==> config.mk <==
export PLATFORM = sky130hd
export DESIGN_NAME = lcd_frame_capture
export DESIGN_NICKNAME = d
export VERILOG_FILES = /design/src/rtl/lcd_frame_capture.sv
export SDC_FILE = /design/constraint.sdc
export NUM_CORES = 1
export LEC_CHECK = 0
export CAP_MARGIN = 20
export CORE_MARGIN = 5
export CORE_UTILIZATION = 40
export DETAILED_ROUTE_END_ITERATION = 12
export REMOVE_ABC_BUFFERS = 1
export SLEW_MARGIN = 20
export SYNTH_ARGS = -nofsm -noshare
export SYNTH_HDL_FRONTEND = slang
export SYNTH_SLANG_ARGS = --single-unit
==> constraint.sdc <==
create_clock -name clk -period 5.42 [get_ports clk]
set_clock_uncertainty 0.1 [all_clocks]
set_input_delay 1.084 -clock clk [delete_from_list [all_inputs] [get_ports clk]]
set_output_delay 1.084 -clock clk [all_outputs]
set_load 0.02 [all_outputs]
==> src/rtl/lcd_frame_capture.sv <==
// Packs 2-bit PPU shade pixels four per byte into a double-banked framebuffer
// and publishes completed frames to a consumer via frame_ready/frame_ack.
// Latency: fb_we one cycle after the 4th pixel of a group. No backpressure:
// pixels accepted every cycle; frames are dropped when the consumer lags.
// Ports:
//   clk, reset (async active-low)      clock / reset
//   frame_start, pix_valid, pix_data   PPU pixel stream in
//   fb_we, fb_addr, fb_wdata           framebuffer byte write port
//   frame_ready, ready_bank, frame_ack publish handshake with the consumer
//   drop_count, capturing              status
module lcd_frame_capture #(
  parameter int WIDTH  = 160,
  parameter int HEIGHT = 144,
  parameter int DROP_W = 8
) (
  input  logic              clk,
  input  logic              reset,
  input  logic              frame_start,
  input  logic              pix_valid,
  input  logic [1:0]        pix_data,
  output logic              fb_we,
  output logic [13:0]       fb_addr,
  output logic [7:0]        fb_wdata,
  output logic              frame_ready,
  output logic              ready_bank,
  input  logic              frame_ack,
  output logic [DROP_W-1:0] drop_count,
  output logic              capturing
);

  localparam int NPIX   = WIDTH * HEIGHT;
  localparam int PIX_W  = $clog2(NPIX);
  localparam int BYTE_W = 13;

  typedef enum logic [1:0] {SYNC, CAPTURE, PUBLISH} state_t;

  state_t            state, state_nxt;
  logic [PIX_W-1:0]  pix_cnt;
  logic [BYTE_W-1:0] byte_idx;
  logic [5:0]        pack;      // first three pixels of the current group
  logic              cap_bank;

  logic take_pix, last_pix, short_frame, bank_free, drop_event, clear_cnt;

  always_comb begin
    short_frame = (state == CAPTURE) && frame_start;
    // frame_start wins over a coincident pixel: the pixel belongs to no frame
    take_pix    = (state == CAPTURE) && pix_valid && !frame_start;
    last_pix    = take_pix && (pix_cnt == PIX_W'(NPIX - 1));
    clear_cnt   = frame_start;
    // An ack landing in the PUBLISH cycle frees the bank for the new frame
    bank_free   = !frame_ready || frame_ack;
    drop_event  = short_frame || ((state == PUBLISH) && !bank_free);
  end

  always_comb begin
    state_nxt = state;
    case (state)
      SYNC:    if (frame_start) state_nxt = CAPTURE;
      CAPTURE: if (last_pix)    state_nxt = PUBLISH;
      PUBLISH: state_nxt = frame_start ? CAPTURE : SYNC;
      default: state_nxt = SYNC;
    endcase
  end

  always_ff @(posedge clk or negedge reset) begin
    if (!reset) state <= SYNC;
    else        state <= state_nxt;
  end

  assign capturing = (state == CAPTURE);

  always_ff @(posedge clk or negedge reset) begin
    if (!reset) begin
      fb_we       <= 1'b0;
      fb_addr     <= '0;
      fb_wdata    <= '0;
      frame_ready <= 1'b0;
      ready_bank  <= 1'b0;
      drop_count  <= '0;
      cap_bank    <= 1'b0;
      pix_cnt     <= '0;
      byte_idx    <= '0;
      pack        <= '0;
    end else begin
      fb_we <= 1'b0;

      if (frame_ready && frame_ack)
        frame_ready <= 1'b0;

      // Any pending partial group is simply abandoned here
      if (clear_cnt) begin
        pix_cnt  <= '0;
        byte_idx <= '0;
      end else if (take_pix) begin
        pack    <= {pack[3:0], pix_data};
        pix_cnt <= last_pix ? '0 : pix_cnt + 1'b1;
        if (pix_cnt[1:0] == 2'b11) begin
          fb_we    <= 1'b1;
          fb_addr  <= {cap_bank, byte_idx};
          fb_wdata <= {pack, pix_data};
          byte_idx <= last_pix ? '0 : byte_idx + 1'b1;
        end
      end

      if (drop_event && (drop_count != {DROP_W{1'b1}}))
        drop_count <= drop_count + 1'b1;

      // The final byte's address was registered last cycle, so flipping
      // cap_bank here cannot redirect it.
      if ((state == PUBLISH) && bank_free) begin
        frame_ready <= 1'b1;
        ready_bank  <= cap_bank;
        cap_bank    <= ~cap_bank;
      end
    end
  end

endmodule

# Yosys cells after proc, flatten, opt, wreduce, memory -nomap -nowiden
# Index checks and enable logic that the tools add are counted.
[op_classes]
n_addsub = 3
mul = 0
div_mod_pow = 0
magnitude_cmp = 0
n_eq_ne = 7
n_shift = 0
mux = 16
bitwise = 2
n_reduce_logical = 21
[op_table]
columns = ["op", "count"]
rows = [
  ["$mux 13", 4],
  ["$mux 15", 3],
  ["$add 15x1->15 const B", 1],
  ["$eq 15x15->1 const B", 1],
  ["$add 13x1->13 const B", 1],
  ["$add 8x1->8 const B", 1],
  ["$logic_and 1x1->1", 8],
  ["$ne 8x8->1 const B", 1],
  ["$mux 1", 6],
  ["$pmux 2 s3", 1],
  ["$reduce_and 2->1", 3],
  ["$reduce_bool 2->1", 3],
  ["$eq 2x2->1 const B", 2],
  ["$mux 2", 2],
  ["$logic_not 1->1", 3],
  ["$reduce_and 3->1", 1],
  ["$eq 2x1->1 const B", 1],
  ["$logic_not 2->1", 1],
  ["$logic_or 1x1->1", 2],
  ["$ne 2x1->1 const B", 1],
  ["$ne 2x2->1 const B", 1],
  ["$not 1->1", 2],
]
[word_totals]
ff_bits = 70
latch_bits = 0
ramBits = 0
rom_bits = 0
in_bits = 7
out_inout_bits = 34
elab_cells = 60
memories = 0

# Logic depth before layout (Yosys ltp)
# Gate-level depths: netlist of the first run.
[depth]
ltp_word = 8
ltp_mapped = 8
ltp_nobuf = 6

# Least setup slack after synthesis of the first run
# OpenSTA, ideal clock, no wires.
[synth_path]
kind = "in2reg"
startpoint = "input frame_start"
endpoint = "register byte_idx[7]"
setup_time_ns = 0.082
arrival_time_ns = 2.311
t_required_ns = 5.238
path_slack_ns = 2.927
stages = 7
n_path_buf = 2
cell_sequence = "and4bb_2 -> buf_4 -> nand2_1 -> buf_2 -> nor4_1 -> a21oi_1 -> a31oi_1"
[synth_between]
elab_chain_len = 7
word_cells_on_any_way = 10
classes_between = "mux (4); reduce/logical (6)"
[synth_lines]
columns = ["element", "line_no", "text"]
rows = [
  ["start: declaration", "18", "input logic frame_start,"],
  ["$logic_not 1->1", "48", "take_pix = (state == CAPTURE) && pix_valid && !frame_start;"],
  ["$logic_and 1x1->1", "48", ""],
  ["$logic_and 1x1->1", "49", "last_pix = take_pix && (pix_cnt == PIX_W'(NPIX - 1));"],
  ["$mux 13", "102", "byte_idx <= last_pix ? '0 : byte_idx + 1'b1;"],
  ["$mux 13", "98", "if (pix_cnt[1:0] == 2'b11) begin"],
  ["$mux 13", "95", "end else if (take_pix) begin"],
  ["$mux 13", "92", "if (clear_cnt) begin"],
  ["end signal: assignment", "102", ""],
  ["end: declaration", "39", "logic [BYTE_W-1:0] byte_idx;"],
]
# Parallel ways exist; a longest one is shown, timed or not. The select of a mux whose other input is x is not followed.
# A chain may end at the register's enable or synchronous reset.

# Worst setup path after layout of the first run
[layout_path]
startpoint = "input frame_start"
endpoint = "register byte_idx[5]"
# Same word-level chain as after synthesis.

==> results of run 1 <==
layout make-up:
type / count / area, sq um / area share [%]
repair buffers: 42 / 410 / 10.8
inverters: 5 / 18.8 / 0.493
clock buffers: 11 / 141 / 3.71
flip-flops and latches: 70 / 1750 / 46.0
multi-input cells: 187 / 1300 / 34.1
clock inverters: 5 / 58.8 / 1.54
well taps: 102 / 128 / 3.35
critical path: stages:
cell and delay [ps]:
sky130_fd_sc_hd__clkdlybuf4s50_1 600, sky130_fd_sc_hd__and4bb_2 520, sky130_fd_sc_hd__nand2_1 570, sky130_fd_sc_hd__nor2_1 700, sky130_fd_sc_hd__o21ai_0 180, sky130_fd_sc_hd__a31oi_1 200
cell families after synthesis:
logic type,share of synthesized area [%]
simple gates,16.2
flops,56.0
compound gates,9.68
mux,11.1
buf+inv,2.40
xor+xnor,3.36
fa+ha+maj,1.20
metrics by stage:
stage / hold WS [ps] / total power [mW] / cells / setup WS, ps
5_1_grt: 418 / 1.33 / 422 / 1490
4_1_cts: 391 / 1.28 / 422 / 1720
3_3_place_gp: 365 / 0.854 / 406 / 1410
6_report: 390 / 1.26 / 422 / 1720
2_1_floorplan: 349 / 0.740 / 262 / 2610
3_5_place_dp: 382 / 0.857 / 406 / 1350
power breakdown:
part           internal (mW)  switching (mW)  total, mW
sequential             0.573          0.0461      0.619
combinational          0.116           0.109      0.225
clock                  0.225           0.192      0.417
worst max-delay path by stage:
stage | startpoint | endpoint | slack (ps) | cells past startpoint
2_1_floorplan | frame_start | byte_idx[5]$_DFFE_PN0P_ | 2610 | 5
3_3_place_gp | frame_start | byte_idx[5]$_DFFE_PN0P_ | 1410 | 6
3_5_place_dp | frame_start | byte_idx[5]$_DFFE_PN0P_ | 1350 | 6
4_1_cts | frame_start | byte_idx[5]$_DFFE_PN0P_ | 1720 | 6
5_1_grt | frame_start | byte_idx[5]$_DFFE_PN0P_ | 1490 | 6
6_report | frame_start | byte_idx[5]$_DFFE_PN0P_ | 1720 | 6
routing by layer:
metal  GRT usage [%]  vias to the layer above
met5               0                        -
met4            5.99                        0
met3            3.04                        8
met2            20.9                       35
met1            18.8                     1118
li1                -                     1071
cell usage in the layout, fill, tap and decap left out, drive strengths merged, types with 2 or more instances in the layout:
cell / count
a21o: 5
a21oi: 10
a22o: 4
a31oi: 11
and2: 2
and3: 3
and4: 2
buf: 3
clkbuf: 11
clkdlybuf4s50: 39
clkinv: 3
clkinvlp: 2
dfrtp: 70
ha: 3
inv: 4
mux2: 30
nand2: 27
nand2b: 8
nand3: 12
nand4: 8
nor2: 11
nor3: 10
nor3b: 2
nor4: 3
o21ai: 8
o22ai: 2
o31ai: 2
xnor2: 9
xor2: 3
state kept, by name, summed over array words and instances, names as in the netlist:
name	flops
byte_idx	13
cap_bank	1
drop_count	8
fb_addr	14
fb_wdata	8
fb_we	1
frame_ready	1
pack	6
pix_cnt	15
ready_bank	1
state	2
==> impl_metrics.xml, run 1 <==
<?xml version="1.0" encoding="UTF-8"?>
<metrics>
  <group name="drt">
    <metric name="initialDrtViolationCount" unit="">89</metric>
    <metric name="routedWlPerCell" unit="um">14.8</metric>
    <metric name="vias" unit="">2232</metric>
    <metric name="routed_wl" unit="um">6230</metric>
    <metric name="wirelength_met1" unit="um">3060</metric>
    <metric name="dr.pass1.iters" unit="">4</metric>
    <metric name="detail_route.vias_per_cell" unit="">5.29</metric>
    <metric name="antenna_violating_nets_post_route" unit="">0</metric>
    <metric name="maxUsedRoutingLayer" unit="">met4</metric>
    <metric name="routed-wl-met3" unit="um">186</metric>
    <metric name="drcViolationCount" unit="">0</metric>
    <metric name="dr_wl_met2" unit="um">2870</metric>
  </group>
  <group name="clocking">
    <metric name="cts.root.buffer_cell" unit="">sky130_fd_sc_hd__clkbuf_8</metric>
    <metric name="cts_buf_count" unit="">9</metric>
    <metric name="cts_tree" unit="">yes</metric>
    <metric name="post_cts_resized" unit="">0</metric>
    <metric name="post-cts-setup-buffers" unit="">0</metric>
    <metric name="cts-hold-fix-buffers" unit="">0</metric>
    <metric name="cts_num_sinks" unit="">70</metric>
    <metric name="skew_pair_late_insertion_delay" unit="ps">330</metric>
    <metric name="htree_levels" unit="">3</metric>
    <metric name="worst_setup_hold_path_clk_slew" unit="ps">70</metric>
    <metric name="clk_path_buf_depth" unit="">2</metric>
  </group>
  <group name="flow_run">
    <metric name="maximum_capacitance_violations" unit="">0</metric>
  </group>
  <group name="pwr">
    <metric name="cellPowerDensity" unit="mW/mm^2">331</metric>
    <metric name="cellLeakagePower" unit="nW">1.66</metric>
    <metric name="maximum_vdd_ir_drop" unit="mV">0.254</metric>
  </group>
  <group name="global_routing">
    <metric name="grtUsageTotal" unit="%">13.7</metric>
    <metric name="first_global_vias" unit="">2228</metric>
    <metric name="grt_pass1_wl" unit="um">10800</metric>
    <metric name="grt_remaining_overflow" unit="">0</metric>
    <metric name="grt_antenna_before_repair" unit="">0</metric>
    <metric name="pin_count_of_the_biggest_net_entering_global_routing" unit="">45</metric>
  </group>
  <group name="floorplan">
    <metric name="fp.dieW" unit="um">98.4</metric>
    <metric name="coreArea" unit="sq mm">0.00769</metric>
    <metric name="die_area" unit="sq mm">0.00969</metric>
    <metric name="fp.dieH" unit="um">98.4</metric>
    <metric name="initial_utilization" unit="%">40.7</metric>
    <metric name="pin_count" unit="">41</metric>
    <metric name="std_cell_rows" unit="">32</metric>
  </group>
  <group name="synthesis">
    <metric name="synth_edf_count" unit="">0</metric>
    <metric name="ys_async_sr_fraction" unit="%">100</metric>
    <metric name="synth_top_area_share" unit="%">56.0</metric>
    <metric name="syn-cell-area" unit="sq mm">0.00313</metric>
    <metric name="synth_top_flop_cell" unit="">sky130_fd_sc_hd__dfrtp_1</metric>
    <metric name="synth.cells.most_frequent" unit="">sky130_fd_sc_hd__dfrtp_1, sky130_fd_sc_hd__mux2_2, sky130_fd_sc_hd__nand2_1, sky130_fd_sc_hd__nand3_1</metric>
    <metric name="synth_seq_area_share" unit="%">56.0</metric>
    <metric name="yosysWarningCount" unit="">0</metric>
    <metric name="synth_cells" unit="">271</metric>
    <metric name="netlist.top_cell.by_area" unit="">sky130_fd_sc_hd__dfrtp_1</metric>
    <metric name="number_of_synthesized_register_bits" unit="">70</metric>
    <metric name="syn_area_per_cell" unit="sq um">11.5</metric>
    <metric name="synth.distinct_cells" unit="">43</metric>
    <metric name="synth.area.top_cells" unit="">sky130_fd_sc_hd__dfrtp_1, sky130_fd_sc_hd__mux2_2, sky130_fd_sc_hd__nand2_1, sky130_fd_sc_hd__xnor2_1, sky130_fd_sc_hd__a31oi_1</metric>
    <metric name="yosysMostFrequentCell" unit="">sky130_fd_sc_hd__dfrtp_1</metric>
  </group>
  <group name="critical_path">
    <metric name="critical_path_class" unit="">in2reg</metric>
    <metric name="crit_required" unit="ps">5570</metric>
    <metric name="rrSetupSlack" unit="ps">2770</metric>
    <metric name="timing.critical_path.fanout_max" unit="">22</metric>
    <metric name="cp-end-kind" unit="">flip-flop</metric>
    <metric name="reg2regPathDepth" unit="">5</metric>
    <metric name="reg2reg_from" unit="">state[1]$_DFFE_PN0P_</metric>
    <metric name="critical_path.reg2reg.endpoint" unit="">byte_idx[5]$_DFFE_PN0P_</metric>
    <metric name="cp.arrival" unit="ps">3850</metric>
    <metric name="start_kind" unit="">input port</metric>
  </group>
  <group name="timing">
    <metric name="finalMaxSlewViolations" unit="">0</metric>
    <metric name="max_slew_margin" unit="%">39.7</metric>
    <metric name="setup_total_negative_slack" unit="ps">0</metric>
    <metric name="max_slew.worst_pin.slew" unit="ps">902</metric>
    <metric name="max_clock_freq" unit="MHz">270</metric>
    <metric name="rsz0062_at_grt" unit="">false</metric>
    <metric name="timing.final.crit_period" unit="ps">3700</metric>
    <metric name="finalHoldViolCount" unit="">0</metric>
    <metric name="setup_viol_count_final" unit="">0</metric>
    <metric name="finalCritPeriodShare" unit="%">68.3</metric>
  </group>
  <group name="worst_hold_path">
    <metric name="holdCritStartpoint" unit="">byte_idx[10]$_DFFE_PN0P_</metric>
    <metric name="min-delay-path-class" unit="">reg2reg</metric>
    <metric name="timing.hold.worst_path_depth" unit="">1</metric>
    <metric name="whs_endpoint" unit="">byte_idx[10]$_DFFE_PN0P_</metric>
  </group>
  <group name="cells_and_area">
    <metric name="antenna_cells_inserted" unit="">0</metric>
    <metric name="final_core_utilization" unit="%">49.5</metric>
    <metric name="final_layout_size_suffix_gt1_share" unit="%">16.3</metric>
    <metric name="fin_nets" unit="">325</metric>
    <metric name="layout.cell_area.non_filler" unit="sq mm">0.00381</metric>
    <metric name="final.fill_count" unit="">739</metric>
    <metric name="area_growth_from_synthesis_to_layout" unit="%">21.8</metric>
  </group>
  <group name="placement">
    <metric name="globalplace.congestion" unit="">0.820</metric>
    <metric name="dpl.hpwl" unit="um">4280</metric>
    <metric name="port_buffers" unit="">40</metric>
    <metric name="post_place_instance_area" unit="sq mm">0.00361</metric>
  </group>
  <group name="run_status">
    <metric name="status" unit="">finished, final reports clean</metric>
  </group>
</metrics>
(Power assumes the default switching activity.)
==> inputs of run 2 (changes only) <==
==> constraint.sdc (replaced) <==
create_clock -name clk -period 3.67 [get_ports clk]
set_clock_uncertainty 0.1 [all_clocks]
set_input_delay 0.734 -clock clk [delete_from_list [all_inputs] [get_ports clk]]
set_output_delay 0.734 -clock clk [all_outputs]
set_load 0.02 [all_outputs]
==> run 2 against run 1 <==
Combinational power rose by 50%. Critical path depth did not move. Sequential share of layout area fell by 0.091 points. Utilization rose by 0.098 points. Power rose by 43%. Cell count rose by 0.95%. Worst setup slack got worse by 760 ps. Clock power rose by 34%.
==> impl_metrics.xml, run 2 (synthesis results as in run 1) <==
<?xml version="1.0" encoding="UTF-8"?>
<metrics>
  <group name="critical_path">
    <metric name="cp-end-kind" unit="">flip-flop</metric>
    <metric name="critical_path_class" unit="">in2reg</metric>
    <metric name="timing.critical_path.fanout_max" unit="">10</metric>
    <metric name="start_kind" unit="">input port</metric>
    <metric name="crit_required" unit="ps">3840</metric>
    <metric name="cp.arrival" unit="ps">2880</metric>
  </group>
  <group name="clocking">
    <metric name="cts.root.buffer_cell" unit="">sky130_fd_sc_hd__clkbuf_8</metric>
    <metric name="worst_setup_hold_path_clk_slew" unit="ps">70</metric>
    <metric name="cts-hold-fix-buffers" unit="">0</metric>
    <metric name="post-cts-setup-buffers" unit="">0</metric>
    <metric name="cts_tree" unit="">yes</metric>
    <metric name="skew_pair_late_insertion_delay" unit="ps">340</metric>
    <metric name="cts_num_sinks" unit="">70</metric>
    <metric name="htree_levels" unit="">3</metric>
    <metric name="cts_buf_count" unit="">9</metric>
    <metric name="post_cts_resized" unit="">0</metric>
    <metric name="clk_path_buf_depth" unit="">2</metric>
  </group>
  <group name="cells_and_area">
    <metric name="layout.cells.non_filler" unit="">426</metric>
    <metric name="regMostFlops" unit="">pix_cnt</metric>
    <metric name="layout.cells.most_common" unit="">sky130_fd_sc_hd__dfrtp_1</metric>
    <metric name="final.fill_count" unit="">745</metric>
    <metric name="reg.largest.list" unit="">pix_cnt: 15 flops, fb_addr: 14 flops, byte_idx: 13 flops</metric>
    <metric name="largest_register_ffs" unit="">15</metric>
    <metric name="final_cell_mix" unit="">sky130_fd_sc_hd__dfrtp_1, sky130_fd_sc_hd__clkdlybuf4s50_1, sky130_fd_sc_hd__mux2_2</metric>
    <metric name="fin_nets" unit="">329</metric>
    <metric name="combined_flip_flop_and_latch_cell_area" unit="sq mm">0.00175</metric>
    <metric name="layout.cell_area.non_filler" unit="sq mm">0.00382</metric>
    <metric name="area_growth_from_synthesis_to_layout" unit="%">22.0</metric>
    <metric name="antenna_cells_inserted" unit="">0</metric>
    <metric name="multi_input_comb_area" unit="sq mm">0.00130</metric>
    <metric name="final_layout_size_suffix_gt1_share" unit="%">17.0</metric>
  </group>
  <group name="drt">
    <metric name="vias" unit="">2212</metric>
    <metric name="routed_wl" unit="um">6210</metric>
    <metric name="routedWlPerCell" unit="um">14.6</metric>
    <metric name="drcViolationCount" unit="">0</metric>
    <metric name="initialDrtViolationCount" unit="">95</metric>
    <metric name="detail_route.vias_per_cell" unit="">5.19</metric>
    <metric name="antenna_violating_nets_post_route" unit="">0</metric>
    <metric name="dr.pass1.iters" unit="">4</metric>
  </group>
  <group name="pwr">
    <metric name="cellPowerDensity" unit="mW/mm^2">473</metric>
    <metric name="cellLeakagePower" unit="nW">1.68</metric>
    <metric name="maximum_vdd_ir_drop" unit="mV">0.414</metric>
    <metric name="finalPower" unit="mW">1.81</metric>
  </group>
  <group name="flow_run">
    <metric name="maximum_capacitance_violations" unit="">0</metric>
  </group>
  <group name="floorplan">
    <metric name="fp.dieW" unit="um">98.4</metric>
    <metric name="coreArea" unit="sq mm">0.00769</metric>
    <metric name="pin_count" unit="">41</metric>
    <metric name="initial_utilization" unit="%">40.7</metric>
    <metric name="fp.dieH" unit="um">98.4</metric>
    <metric name="die_area" unit="sq mm">0.00969</metric>
    <metric name="std_cell_rows" unit="">32</metric>
  </group>
  <group name="placement">
    <metric name="numPlacedInstances" unit="">410</metric>
    <metric name="port_buffers" unit="">40</metric>
    <metric name="post_place_instance_area" unit="sq mm">0.00364</metric>
    <metric name="dpl.hpwl" unit="um">4380</metric>
    <metric name="globalplace.congestion" unit="">0.871</metric>
  </group>
  <group name="timing">
    <metric name="whs" unit="ps">315</metric>
    <metric name="finalHoldViolCount" unit="">0</metric>
    <metric name="max_clock_freq" unit="MHz">369</metric>
    <metric name="rsz0062_at_grt" unit="">false</metric>
    <metric name="finalCritPeriodShare" unit="%">73.8</metric>
    <metric name="setup_viol_count_final" unit="">0</metric>
    <metric name="finalMaxSlewViolations" unit="">0</metric>
    <metric name="max_slew.worst_pin.slew" unit="ps">699</metric>
    <metric name="setup_total_negative_slack" unit="ps">0</metric>
    <metric name="timing.final.crit_period" unit="ps">2710</metric>
    <metric name="max_slew_margin" unit="%">53.4</metric>
  </group>
  <group name="run_status">
    <metric name="status" unit="">finished, final reports clean</metric>
  </group>
  <group name="global_routing">
    <metric name="grt_antenna_before_repair" unit="">0</metric>
    <metric name="grt_pass1_wl" unit="um">10600</metric>
    <metric name="first_global_vias" unit="">2216</metric>
    <metric name="grt_remaining_overflow" unit="">0</metric>
    <metric name="grtUsageTotal" unit="%">13.5</metric>
    <metric name="pin_count_of_the_biggest_net_entering_global_routing" unit="">40</metric>
  </group>
  <group name="worst_hold_path">
    <metric name="min-delay-path-class" unit="">in2async</metric>
  </group>
</metrics>
-- run 2: changes by cell type in the layout (fill, tap and decap cells not counted) --
cell / delta
sky130_fd_sc_hd__clkbuf_1: +1
sky130_fd_sc_hd__bufinv_16: -1
sky130_fd_sc_hd__buf_4: +4
sky130_fd_sc_hd__clkinvlp_4: -2
sky130_fd_sc_hd__clkbuf_8: +1
sky130_fd_sc_hd__clkinv_2: +1
-- run 2: report_power, final --
part / leakage (nW) / switching (mW) / internal (mW) / total [mW]
Sequential: 0.937 / 0.0645 / 0.846 / 0.910
Combinational: 0.647 / 0.164 / 0.173 / 0.338
Clock: 0.0934 / 0.277 / 0.282 / 0.558
Total: 1.68 / 0.505 / 1.30 / 1.81
-- run 2: final cells by class --
class / instances / area share (%)
clock buffers: 13 / 4.16
inverters: 5 / 0.492
repair buffers: 46 / 11.5
well taps: 102 / 3.34
flip-flops and latches: 70 / 45.9
multi-input cells: 187 / 34.1
clock inverters: 3 / 0.492
-- run 2: final timing paths --
kind                                    startpoint                      end  slack (ps)  cells after the start
max                                      pix_valid  byte_idx[5]$_DFFE_PN0P_         960                      6
min                                          reset   fb_addr[8]$_DFFE_PN0P_         320                      2
max reg2reg                 pix_cnt[0]$_DFFE_PN0P_   pix_cnt[9]$_DFFE_PN0P_        1270                      7
min reg2reg                fb_addr[10]$_DFFE_PN0P_  fb_addr[10]$_DFFE_PN0P_         380                      2
max in group asynchronous                    reset  pix_cnt[14]$_DFFE_PN0P_        2760                      2
min in group clk           fb_addr[10]$_DFFE_PN0P_  fb_addr[10]$_DFFE_PN0P_         380                      2
-- run 2: worst max-delay path, cell delays in order --
cell and delay (ps):
sky130_fd_sc_hd__clkdlybuf4s50_1 520, sky130_fd_sc_hd__and4bb_2 370, sky130_fd_sc_hd__nand2_1 280, sky130_fd_sc_hd__nor2_1 580, sky130_fd_sc_hd__o21ai_0 190, sky130_fd_sc_hd__a31oi_1 200
-- run 2: metrics by stage --
step,utilization [%],worst slack [ps]
floorplan,-,1210
global placement,47.3,697
detailed placement,47.3,567
CTS,49.6,945
global route,49.6,796
finish,49.6,962
-- run 2: layer usage --
layer | GRT usage (%) | routed length, um
met1 | 17.6 | 2920
met2 | 20.3 | 2820
met3 | 5.38 | 383
met4 | 5.25 | 87
met5 | 0 | 0
==> inputs of run 3 (changes only) <==
==> constraint.sdc (replaced) <==
create_clock -name clk -period 2.4 [get_ports clk]
set_clock_uncertainty 0.1 [all_clocks]
set_input_delay 0.48 -clock clk [delete_from_list [all_inputs] [get_ports clk]]
set_output_delay 0.48 -clock clk [all_outputs]
set_load 0.02 [all_outputs]
==> run 3 against run 2 <==
Highest routed layer unchanged. Power increased by 63%. Non-clock buffer count increased by 10. Clock-buffer cell count decreased by 3. Cell count increased by 1.9%.
==> impl_metrics.xml, run 3 (synthesis results as in run 1) <==
<?xml version="1.0" encoding="UTF-8"?>
<metrics>
  <group name="global_routing">
    <metric name="grt_pass1_wl" unit="um">10900</metric>
    <metric name="pin_count_of_the_biggest_net_entering_global_routing" unit="">45</metric>
    <metric name="grt_antenna_before_repair" unit="">0</metric>
    <metric name="first_global_vias" unit="">2239</metric>
    <metric name="grt_remaining_overflow" unit="">0</metric>
    <metric name="grtUsageTotal" unit="%">13.7</metric>
  </group>
  <group name="flow_run">
    <metric name="maximum_capacitance_violations" unit="">0</metric>
  </group>
  <group name="floorplan">
    <metric name="fp.dieW" unit="um">98.4</metric>
    <metric name="fp.dieH" unit="um">98.4</metric>
    <metric name="coreArea" unit="sq mm">0.00769</metric>
    <metric name="initial_utilization" unit="%">40.7</metric>
    <metric name="die_area" unit="sq mm">0.00969</metric>
    <metric name="std_cell_rows" unit="">32</metric>
    <metric name="pin_count" unit="">41</metric>
  </group>
  <group name="drt">
    <metric name="drcViolationCount" unit="">0</metric>
    <metric name="vias" unit="">2275</metric>
    <metric name="detail_route.vias_per_cell" unit="">5.24</metric>
    <metric name="dr.pass1.iters" unit="">4</metric>
    <metric name="antenna_violating_nets_post_route" unit="">0</metric>
    <metric name="initialDrtViolationCount" unit="">112</metric>
    <metric name="routed_wl" unit="um">6310</metric>
    <metric name="routedWlPerCell" unit="um">14.5</metric>
  </group>
  <group name="cells_and_area">
    <metric name="layout.cell_area.non_filler" unit="sq mm">0.00394</metric>
    <metric name="layout.cells.most_common" unit="">sky130_fd_sc_hd__dfrtp_1</metric>
    <metric name="regMostFlops" unit="">pix_cnt</metric>
    <metric name="final.fill_count" unit="">731</metric>
    <metric name="reg.largest.list" unit="">pix_cnt: 15 flops, fb_addr: 14 flops, byte_idx: 13 flops</metric>
    <metric name="combined_flip_flop_and_latch_cell_area" unit="sq mm">0.00175</metric>
    <metric name="largest_register_ffs" unit="">15</metric>
    <metric name="final_cell_mix" unit="">sky130_fd_sc_hd__dfrtp_1, sky130_fd_sc_hd__clkdlybuf4s50_1, sky130_fd_sc_hd__mux2_2</metric>
    <metric name="fin_nets" unit="">339</metric>
    <metric name="final_layout_size_suffix_gt1_share" unit="%">19.6</metric>
    <metric name="multi_input_comb_area" unit="sq mm">0.00130</metric>
    <metric name="area_growth_from_synthesis_to_layout" unit="%">25.9</metric>
    <metric name="antenna_cells_inserted" unit="">0</metric>
  </group>
  <group name="timing">
    <metric name="timing.final.crit_period" unit="ps">2200</metric>
    <metric name="max_clock_freq" unit="MHz">455</metric>
    <metric name="whs" unit="ps">46.2</metric>
    <metric name="setup_total_negative_slack" unit="ps">0</metric>
    <metric name="finalMaxSlewViolations" unit="">0</metric>
    <metric name="max_slew_margin" unit="%">58.7</metric>
    <metric name="setup_viol_count_final" unit="">0</metric>
    <metric name="finalCritPeriodShare" unit="%">91.5</metric>
    <metric name="rsz0062_at_grt" unit="">false</metric>
    <metric name="finalHoldViolCount" unit="">0</metric>
    <metric name="max_slew.worst_pin.slew" unit="ps">620</metric>
  </group>
  <group name="clocking">
    <metric name="post-cts-setup-buffers" unit="">0</metric>
    <metric name="cts_buf_count" unit="">9</metric>
    <metric name="worst_setup_hold_path_clk_slew" unit="ps">80</metric>
    <metric name="cts-hold-fix-buffers" unit="">0</metric>
    <metric name="cts_tree" unit="">yes</metric>
    <metric name="post_cts_resized" unit="">0</metric>
    <metric name="clk_path_buf_depth" unit="">2</metric>
    <metric name="cts.root.buffer_cell" unit="">sky130_fd_sc_hd__clkbuf_8</metric>
    <metric name="cts_num_sinks" unit="">70</metric>
    <metric name="skew_pair_late_insertion_delay" unit="ps">340</metric>
    <metric name="htree_levels" unit="">3</metric>
  </group>
  <group name="critical_path">
    <metric name="start_kind" unit="">flip-flop</metric>
    <metric name="critical_path_class" unit="">reg2out</metric>
    <metric name="crit_required" unit="ps">1820</metric>
    <metric name="cp.arrival" unit="ps">1620</metric>
    <metric name="timing.critical_path.fanout_max" unit="">4</metric>
    <metric name="cp-end-kind" unit="">primary output</metric>
  </group>
  <group name="run_status">
    <metric name="status" unit="">finished, final reports clean</metric>
  </group>
  <group name="worst_hold_path">
    <metric name="min-delay-path-class" unit="">in2async</metric>
  </group>
  <group name="pwr">
    <metric name="cellPowerDensity" unit="mW/mm^2">747</metric>
    <metric name="maximum_vdd_ir_drop" unit="mV">0.517</metric>
    <metric name="cellLeakagePower" unit="nW">1.74</metric>
  </group>
  <group name="placement">
    <metric name="post_place_instance_area" unit="sq mm">0.00373</metric>
    <metric name="port_buffers" unit="">40</metric>
    <metric name="globalplace.congestion" unit="">0.817</metric>
    <metric name="dpl.hpwl" unit="um">4460</metric>
  </group>
</metrics>
-- run 3: cell count changes in the layout (fill, tap and decap cells not counted) --
cell / before / now
sky130_fd_sc_hd__buf_12: 0 / 1
sky130_fd_sc_hd__buf_4: 6 / 15
sky130_fd_sc_hd__bufinv_16: 0 / 2
sky130_fd_sc_hd__clkbuf_1: 2 / 0
sky130_fd_sc_hd__clkbuf_8: 11 / 10
sky130_fd_sc_hd__clkinv_2: 2 / 1
sky130_fd_sc_hd__clkinv_4: 1 / 0
sky130_fd_sc_hd__clkinvlp_4: 0 / 1
-- run 3: worst paths after layout --
check	startpoint	to	slack, ps	cells past startpoint
max	state[1]$_DFFE_PN0P_	capturing	200	3
min	reset	fb_wdata[0]$_DFFE_PN0P_	50	1
max reg2reg	pix_cnt[0]$_DFFE_PN0P_	byte_idx[12]$_DFFE_PN0P_	330	8
min reg2reg	fb_addr[10]$_DFFE_PN0P_	fb_addr[10]$_DFFE_PN0P_	390	2
max in group asynchronous	reset	byte_idx[4]$_DFFE_PN0P_	1490	2
min in group clk	fb_addr[10]$_DFFE_PN0P_	fb_addr[10]$_DFFE_PN0P_	390	2
-- run 3: cell type report --
type	instances	area share [%]
Multi-Input combinational cell	187	33.0
Timing Repair Buffer	56	13.4
Tap cell	102	3.24
Inverter	5	0.477
Clock inverter	4	1.84
Sequential cell	70	44.5
Clock buffer	10	3.50
-- run 3: critical path, cell delays in order (launching register included) --
cell and delay [ps]:
sky130_fd_sc_hd__dfrtp_1 390, sky130_fd_sc_hd__nand2b_1 190, sky130_fd_sc_hd__inv_1 100, sky130_fd_sc_hd__clkdlybuf4s50_1 610
-- run 3: metal layers --
metal	vias up	track usage (%)	share of wire, %
li1	1098	-	-
met1	1124	19.5	49
met2	44	20.0	45
met3	9	4.25	5.1
met4	0	4.41	1.5
met5	-	0	0
-- run 3: power breakdown --
part | internal, mW | switching, mW | leakage (nW)
clock | 0.600 | 0.421 | 0.104
combinational | 0.272 | 0.250 | 0.700
sequential | 1.29 | 0.102 | 0.937
total | 2.17 | 0.772 | 1.74
-- run 3: per-stage QoR --
stage,power (mW),setup WS (ps),instances,utilization (%)
2_1_floorplan,1.67,72.8,262,-
3_3_place_gp,1.94,108,420,48.5
3_5_place_dp,1.95,91.9,420,48.5
4_1_cts,2.97,172,434,51.2
5_1_grt,3.08,115,434,51.2
6_report,2.94,203,434,51.2
